--- src/rtl/alu_op_issuer.sv ---
`default_nettype none
// +----------------------------------------------------------------------------+
// | Module   : alu_op_issuer                                                   |
// | Desc     : Single-outstanding command issuer for the ARITH/LOGIC/CMP/SHIFT |
// |            units. The optional op counter is enabled by ALU_ISSUER_OPCNT_EN.|
// | Revision : 1.0                                                             |
// +----------------------------------------------------------------------------+
module alu_op_issuer #(
  parameter int IN_DATA_WIDTH  = 16,
  parameter int OUT_DATA_WIDTH = 16
) (
  input  logic                      Clk,
  input  logic                      RST,
  input  logic                      cmd_valid,
  output logic                      cmd_ready,
  input  logic [3:0]                cmd_opcode,
  input  logic [IN_DATA_WIDTH-1:0]  cmd_a,
  input  logic [IN_DATA_WIDTH-1:0]  cmd_b,
  output logic [IN_DATA_WIDTH-1:0]  A,
  output logic [IN_DATA_WIDTH-1:0]  B,
  output logic [1:0]                ALU_FUN,
  output logic                      ARITH_Enable,
  output logic                      LOGIC_Enable,
  output logic                      CMP_Enable,
  output logic                      SHIFT_Enable,
  input  logic [OUT_DATA_WIDTH-1:0] ARITH_OUT,
  input  logic [OUT_DATA_WIDTH-1:0] LOGIC_OUT,
  input  logic [OUT_DATA_WIDTH-1:0] CMP_OUT,
  input  logic [OUT_DATA_WIDTH-1:0] SHIFT_OUT,
  input  logic                      ARITH_Flag,
  input  logic                      LOGIC_Flag,
  input  logic                      CMP_Flag,
  input  logic                      SHIFT_Flag,
  output logic                      rsp_valid,
  input  logic                      rsp_ready,
  output logic [OUT_DATA_WIDTH-1:0] rsp_result,
  output logic [1:0]                rsp_unit,
  output logic                      rsp_err,
  output logic [15:0]               op_count
);

  typedef enum logic [1:0] {
    IDLE    = 2'd0,
    ISSUE   = 2'd1,
    CAPTURE = 2'd2,
    RESP    = 2'd3
  } state_t;

  state_t                    r_state;
  logic                      r_cmd_ready;
  logic [IN_DATA_WIDTH-1:0]  r_a;
  logic [IN_DATA_WIDTH-1:0]  r_b;
  logic [1:0]                r_fun;
  logic [1:0]                r_sel;
  logic [3:0]                r_en;
  logic                      r_rsp_valid;
  logic [OUT_DATA_WIDTH-1:0] r_rsp_result;
  logic [1:0]                r_rsp_unit;
  logic                      r_rsp_err;

  logic [OUT_DATA_WIDTH-1:0] w_sel_out;
  logic                      w_sel_flag;
  logic                      w_rsp_fire;

  // Only the unit latched at accept time is ever observed.
  always_comb begin
    w_sel_out  = ARITH_OUT;
    w_sel_flag = ARITH_Flag;
    case (r_sel)
      2'b01: begin
        w_sel_out  = LOGIC_OUT;
        w_sel_flag = LOGIC_Flag;
      end
      2'b10: begin
        w_sel_out  = CMP_OUT;
        w_sel_flag = CMP_Flag;
      end
      2'b11: begin
        w_sel_out  = SHIFT_OUT;
        w_sel_flag = SHIFT_Flag;
      end
      default: begin
        w_sel_out  = ARITH_OUT;
        w_sel_flag = ARITH_Flag;
      end
    endcase
  end

  assign w_rsp_fire = (r_state == RESP) && rsp_ready;

  // cmd_ready is held low during reset and rises on the first edge after release.
  always_ff @(posedge Clk or negedge RST) begin
    if (!RST) begin
      r_state      <= IDLE;
      r_cmd_ready  <= 1'b0;
      r_a          <= '0;
      r_b          <= '0;
      r_fun        <= '0;
      r_sel        <= '0;
      r_en         <= '0;
      r_rsp_valid  <= 1'b0;
      r_rsp_result <= '0;
      r_rsp_unit   <= '0;
      r_rsp_err    <= 1'b0;
    end else begin
      case (r_state)
        IDLE: begin
          if (!r_cmd_ready) begin
            r_cmd_ready <= 1'b1;
          end else if (cmd_valid) begin
            r_a         <= cmd_a;
            r_b         <= cmd_b;
            r_fun       <= cmd_opcode[1:0];
            r_sel       <= cmd_opcode[3:2];
            r_en        <= 4'b0001 << cmd_opcode[3:2];
            r_cmd_ready <= 1'b0;
            r_state     <= ISSUE;
          end
        end
        ISSUE: begin
          r_en    <= '0;
          r_state <= CAPTURE;
        end
        CAPTURE: begin
          r_rsp_result <= w_sel_out;
          r_rsp_err    <= ~w_sel_flag;
          r_rsp_unit   <= r_sel;
          r_rsp_valid  <= 1'b1;
          r_state      <= RESP;
        end
        RESP: begin
          if (w_rsp_fire) begin
            r_rsp_valid <= 1'b0;
            r_cmd_ready <= 1'b1;
            r_state     <= IDLE;
          end
        end
        default: begin
          r_en        <= '0;
          r_rsp_valid <= 1'b0;
          r_cmd_ready <= 1'b0;
          r_state     <= IDLE;
        end
      endcase
    end
  end

`ifdef ALU_ISSUER_OPCNT_EN
  logic [15:0] r_op_count;

  always_ff @(posedge Clk or negedge RST) begin
    if (!RST) begin
      r_op_count <= '0;
    end else if (w_rsp_fire) begin
      r_op_count <= r_op_count + 16'd1;
    end
  end

  assign op_count = r_op_count;
`else
  assign op_count = 16'd0;
`endif

  assign cmd_ready    = r_cmd_ready;
  assign A            = r_a;
  assign B            = r_b;
  assign ALU_FUN      = r_fun;
  assign ARITH_Enable = r_en[0];
  assign LOGIC_Enable = r_en[1];
  assign CMP_Enable   = r_en[2];
  assign SHIFT_Enable = r_en[3];
  assign rsp_valid    = r_rsp_valid;
  assign rsp_result   = r_rsp_result;
  assign rsp_unit     = r_rsp_unit;
  assign rsp_err      = r_rsp_err;

endmodule
`default_nettype wire
--- config.mk ---
export PLATFORM = sky130hd
export DESIGN_NAME = alu_op_issuer
export DESIGN_NICKNAME = d
export VERILOG_FILES = /design/src/rtl/alu_op_issuer.sv
export SDC_FILE = /design/constraint.sdc
export NUM_CORES = 1
export LEC_CHECK = 0
export CORE_ASPECT_RATIO = 0.5
export CORE_MARGIN = 5
export CORE_UTILIZATION = 42
export CTS_CLUSTER_DIAMETER = 40
export DETAILED_ROUTE_END_ITERATION = 6
export PLACE_DENSITY = 0.95
export SYNTH_ARGS = -nofsm -noshare
export SYNTH_HDL_FRONTEND = slang
export SYNTH_SLANG_ARGS = --single-unit
--- constraint.sdc ---
create_clock -name Clk -period 2.5 [get_ports Clk]
set_input_delay 0.625 -clock Clk [delete_from_list [all_inputs] [get_ports Clk]]
set_output_delay 0.625 -clock Clk [all_outputs]
set_load 0.02 [all_outputs]
==> results.ini, run 1 <==
[floorplanning]
start_util_pct=43.7
io_pins=183
die-area_um2=9660
die_y_um=72.1
rows=22
die_x_um=134
core_area_um2=7400

[sta]
fin_crit_ps=1990
relSlewSlack_pct=56.6
worst_slack_ps=511
worstMarginPinSlew_ps=649
fin_crit_sh_pct=79.6
finalHoldViolCount=0
slew_viol_final=0
clock.fmax_mhz=503
rsz0062_at_grt=false
skew_ps=5.21
holdWs_ps=297
setup_tns_ps=0
finalSetupViolCount=0

[routing]
routed_wl_mm=9.97
drt_iter0_markers=136
vias=2594
dr.pass1.iters=5
wl_per_cell_um=19.2
drc=0
ant_nets=0
via_per_inst=4.99

[critical_path]
cp_slowest_cell=clkdlybuf4s50_1
critPathBufInv=1
worst_ep_arrival_time_ps=1360
crit_chain=clkdlybuf4s50_1
required_ps=1880
cp-end-kind=output pin
cp-start-kind=flip-flop
crit_family=buffers and inverters
crit_type=reg -> out
max_stage_delay_ps=640
critPathMaxFanout=5

[finish]
syn_to_final_growth_pct=60.1
nNetsFinal=533
fillers=489
diodes=0
fin_area_um2=5180
drive_gt1_share_pct=17.9

[grt]
overflow=0
antenna_found_initial=0
grt_max_degree=64
grt_pass1_wl_mm=15.3
grt_usage_pct=20.6
grt_pass1_vias=2843

[cts]
post_cts_resized=0
hold_buffers=0
cts_max_level=3
cts_setup_buffers=0
clk_latency_ps=330
cts-root-buf=clkbuf_16
clk_pin_slew_worst_paths_ps=50
numCtsBuffers=9
cts_tree=yes
clockBufferDepth=2
numClockSinks=63

[placed_design]
io_buffers=166
gp_congestion=0.801
pre_cts_ws_ps=285
dp_hpwl_mm=7.47
placed_area_um2=4900

[hold_path]
hold_class=in -> async

[synth]
synth_top_area_cell=dfrtp_1
synth_top_area_share_pct=48.7
syn_area_per_cell_um2=12.9
syn_area_um2=3230
yosys_warnings=0
synth_ff_type=dfrtp_1
yosysSeqAreaShare_pct=48.7
synth_cell_types=25
ys_seq_elements=63
synth_enable_flop_cells=0
yosysMostFrequentCell=dfrtp_1
synthCells=250
yosys-top-cells-area=dfrtp_1 (49%), mux2_4 (14%), mux2_2 (8.4%)
ys_async_sr_fraction_pct=100
synth.cells.most_frequent=dfrtp_1 (63), mux2_4 (30), mux2_2 (24)

[run_status]
status=finished, final reports clean

[power_and_ir_drop]
p_leak_nw=2.26
powerDensity_nw_per_um2=1260
ir_drop_mv=0.527

[job]
drv_cap=0

-- routing by layer --
metal / GRT usage [%] / up-vias / share of wire (%)
li1: - / 1181 / -
met1: 21.7 / 1280 / 37
met2: 38.8 / 98 / 55
met3: 5.33 / 35 / 4.5
met4: 10.2 / 0 / 4.2
met5: 0 / - / 0
-- layout by cell type, fill, tap and decap left out --
cell type        synthesis  layout
a21oi_1                  2       2
mux2_2                  24      24
mux2_4                  30      30
nand3_1                  1       1
clkdlybuf4s50_1          0     165
and3_2                   0       1
buf_2                    3       1
nor2_1                   5       5
nor2b_1                  2       2
clkbuf_16                0       9
o221ai_1                17      17
inv_1                   23      23
conb_1                   1      16
a32o_1                   2       2
mux2i_1                 18      18
o22ai_1                  1       1
buf_12                   3       3
clkbuf_8                 0       3
o22a_2                   1       1
o21ai_0                  2       2
dfrtp_1                 63      63
ha_1                     5       5
buf_4                   16       4
nand2_1                 20      20
nor3_1                   1       1
clkbuf_1                 2       3
a22o_1                   2       2
-- cell families after synthesis --
logic type               Yosys count  synth area share [%]
AO/OA/AOI/OAI                     27                  6.89
flip-flops                        63                  48.7
buffers and inverters             52                  10.7
multiplexers                      72                  27.9
AND/OR/NAND/NOR                   30                  3.79
adder cells (fa/ha/maj)            5                  1.93
other                              1                 0.116
-- layout make-up --
cell class,count,area [um^2],share of cell area (%)
multi-input combinational,150,1370,26.5
clock buffer,15,278,5.36
tap,96,120,2.32
inverter,23,86.3,1.67
sequential,63,1580,30.4
timing repair buffer,173,1750,33.7
-- sequential cells by signal, indices dropped and copies added, names as in the netlist --
signal	flops
r_state	2
r_en	4
rsp_valid	1
rsp_err	1
A	16
r_sel	2
rsp_unit	2
ALU_FUN	2
B	16
rsp_result	16
cmd_ready	1
-- where the power goes --
part           switching (W)  internal, W
Sequential          0.000326      0.00154
Clock               0.000413     0.000747
Combinational        0.00163      0.00186
-- per-stage QoR --
step	std cells	total power (W)	util [%]
final	520	0.00652	69.9
after global routing	520	0.00683	69.9
after CTS	520	0.00655	69.9
after detailed placement	505	0.00533	66.2
after global placement	505	0.00520	66.2
after floorplan	265	0.00391	-
-- path summary, 6_finish.rpt --
kind / from / endpoint / slack (ps) / depth (start not counted)
worst max-delay path: cmd_ready$_DFFE_PN0P_ / cmd_ready / 510 / 1
worst max register to register: r_state[0]$_DFFE_PN0P_ / rsp_result[6]$_DFFE_PN0P_ / 630 / 4
worst min register to register: B[3]$_DFFE_PN0P_ / B[3]$_DFFE_PN0P_ / 500 / 1
worst min-delay path: RST / B[11]$_DFFE_PN0P_ / 300 / 2
min in group Clk: B[3]$_DFFE_PN0P_ / B[3]$_DFFE_PN0P_ / 500 / 1
max in group asynchronous: RST / B[3]$_DFFE_PN0P_ / 1910 / 2
Note: power is estimated with default switching activity, not from simulation.
==> run 2, diff against run 1 <==
--- a/config.mk
+++ b/config.mk
@@ -7,10 +7,10 @@
 export LEC_CHECK = 0
 export CORE_ASPECT_RATIO = 0.5
 export CORE_MARGIN = 5
-export CORE_UTILIZATION = 42
+export CORE_UTILIZATION = 39
 export CTS_CLUSTER_DIAMETER = 40
 export DETAILED_ROUTE_END_ITERATION = 6
-export PLACE_DENSITY = 0.95
+export PLACE_DENSITY = 0.91
 export SYNTH_ARGS = -nofsm -noshare
 export SYNTH_HDL_FRONTEND = slang
 export SYNTH_SLANG_ARGS = --single-unit
==> constraint.sdc (replaced) <==
create_clock -name Clk -period 1.9 [get_ports Clk]
set_input_delay 0.475 -clock Clk [delete_from_list [all_inputs] [get_ports Clk]]
set_output_delay 0.475 -clock Clk [all_outputs]
set_load 0.02 [all_outputs]
==> run 2 against run 1 <==
Power is 32% higher. Worst setup slack worse by 450 ps. Routed wire length is 4.5% lower. Clock skew is 0.62 ps lower. Via count is 3.7% lower. Sequential share of layout area is 0.48 points lower. Critical path depth stayed put. Sequential power is 30% higher. Global-route usage is 2.4 points lower. Clock-buffer cell count is 2 lower. Final area is 1.6% higher. Clock power is 29% higher. Critical endpoint unchanged.
==> results.ini, run 2 (same netlist as run 1, synthesis figures left out) <==
[sta]
skew_ps=4.59  ; -0.616 ps
slew_viol_final=0  ; unchanged
fin_crit_sh_pct=97.0
rsz0062_at_grt=false
worstMarginPinSlew_ps=682  ; +32.6 ps
relSlewSlack_pct=54.3  ; -2.3 points
setup_tns_ps=0  ; unchanged
fin_crit_ps=1840
finalSetupViolCount=0  ; unchanged
holdWs_ps=69.6  ; -227 ps
finalHoldViolCount=0  ; unchanged
clock.fmax_mhz=543

[power_and_ir_drop]
swShare_pct=35.9  ; -0.47 points
power.internal_w=0.00549  ; +33%
p_sw_w=0.00308  ; +30%
powerDensity_nw_per_um2=1630  ; +29%
seqPwrFrac_pct=28.2  ; -0.4 points
ir_drop_mv=0.797  ; +51%
p_leak_nw=2.30  ; +1.8%
p_comb_share_pct=54.4  ; +0.8 points
clkPwrFrac_pct=17.5  ; -0.3 points

[critical_path]
cp_slowest_cell=clkdlybuf4s50_1
crit_family=buffers and inverters
crit_type=reg -> out
cp-end-kind=output pin
max_stage_delay_ps=640  ; about the same
cp-start-kind=flip-flop
required_ps=1420  ; -460 ps
critPathMaxFanout=5  ; unchanged
critPathBufInv=1  ; unchanged
worst_ep_arrival_time_ps=1370  ; about the same
crit_chain=clkdlybuf4s50_1

[grt]
overflow=0  ; unchanged
grt_usage_pct=18.2  ; -2.4 points
grt_pass1_vias=2735  ; -3.8%
grt_pass1_wl_mm=14.5  ; -5.5%
grt_max_degree=37  ; -42%
antenna_found_initial=0  ; unchanged

[routing]
wl_per_cell_um=17.5  ; -8.8%
dr.pass1.iters=4  ; -1
ant_nets=0  ; unchanged
drc=0  ; unchanged
routed_wl_mm=9.53  ; -4.5%
via_per_inst=4.59  ; -8.1%
vias=2499  ; -3.7%
drt_iter0_markers=100  ; -26%

[floorplanning]
start_util_pct=40.3  ; -3.4 points
rows=23  ; +4.5%
die_x_um=139  ; +3.5%
core_area_um2=8030  ; +8.4%
die-area_um2=10300  ; +6.9%
io_pins=183  ; unchanged
die_y_um=74.4  ; +3.3%

[job]
drv_cap=0  ; unchanged

[cts]
clk_latency_ps=330  ; about the same
clockBufferDepth=2  ; unchanged
numClockSinks=63  ; unchanged
numCtsBuffers=9  ; unchanged
cts-root-buf=clkbuf_16
cts_tree=yes
cts_max_level=3  ; unchanged
clk_pin_slew_worst_paths_ps=50  ; about the same
hold_buffers=0  ; unchanged

[finish]
diodes=0  ; unchanged
fin_area_um2=5260  ; +1.6%
final_core_util_pct=65.5  ; -4.4 points
final_cell_mix=clkdlybuf4s50_1 (165), dfrtp_1 (63), mux2_4 (30)
final_common_cell=clkdlybuf4s50_1
nNetsFinal=541  ; +1.5%
drive_gt1_share_pct=20.1  ; +2.2 points
syn_to_final_growth_pct=62.6

[placed_design]
dp_hpwl_mm=7.37  ; -1.3%
gp_congestion=0.766  ; -4.4%
io_buffers=166  ; unchanged
placed_area_um2=4980  ; +1.6%

[hold_path]
hold_class=in -> async

[run_status]
status=finished, final reports clean

==> run 2: worst paths after layout <==
check	start	to	slack [ps]	depth (start not counted)
worst max-delay path	cmd_ready$_DFFE_PN0P_	cmd_ready	60	1
worst min-delay path	RST	rsp_result[3]$_DFFE_PN0P_	70	1
worst max register to register	r_state[0]$_DFFE_PN0P_	r_en[2]$_DFFE_PN0P_	210	7
worst min register to register	rsp_unit[1]$_DFFE_PN0P_	rsp_unit[1]$_DFFE_PN0P_	500	1
max in group asynchronous	RST	B[3]$_DFFE_PN0P_	1300	2
min in group Clk	rsp_unit[1]$_DFFE_PN0P_	rsp_unit[1]$_DFFE_PN0P_	500	1
==> run 2: metal layers <==
metal  vias to the layer above  global-route usage [%]  wire length [um]
met3                        12                    4.75               377
met4                         0                    5.75               151
met5                         -                       0                 0
met2                        60                    35.4              5420
li1                       1201                       -                 -
met1                      1226                    20.0              3580
==> run 2: power by group through the flow <==
| stage | registers, W | clock network, W | logic [W] |
|---|---|---|---|
| floorplan | 0.00314 | 0 | 0.00201 |
| CTS | 0.00242 | 0.00154 | 0.00471 |
| global placement | 0.00238 | 0 | 0.00456 |
| detailed placement | 0.00242 | 0 | 0.00467 |
| finish | 0.00241 | 0.00150 | 0.00466 |
| global route | 0.00250 | 0.00160 | 0.00494 |
==> run 2: what timing repair did <==
| action | 4_1_cts | 5_1_grt |
|---|---|---|
| endpoints found under the setup margin | 5 | 0 |
| gates resized for setup | 1 | 0 |
| setup buffers | 0 | 0 |
==> run 2: layout make-up <==
type / count / area (um^2)
Fill cell: 551 / 2770
Timing Repair Buffer: 181 / 1810
Sequential cell: 63 / 1580
Multi-Input combinational cell: 150 / 1370
Inverter: 23 / 86.3
Tap cell: 112 / 140
Clock buffer: 13 / 260
Clock inverter: 3 / 17.5
==> run 2: through the flow <==
| step | total power (W) | worst slack [ps] | cells |
|---|---|---|---|
| global route | 0.00904 | 16.4 | 545 |
| CTS | 0.00867 | 50.6 | 545 |
| finish | 0.00857 | 56.7 | 545 |
| detailed placement | 0.00709 | -91.6 | 529 |
| global placement | 0.00694 | 19.4 | 529 |
| floorplan | 0.00515 | 325 | 265 |
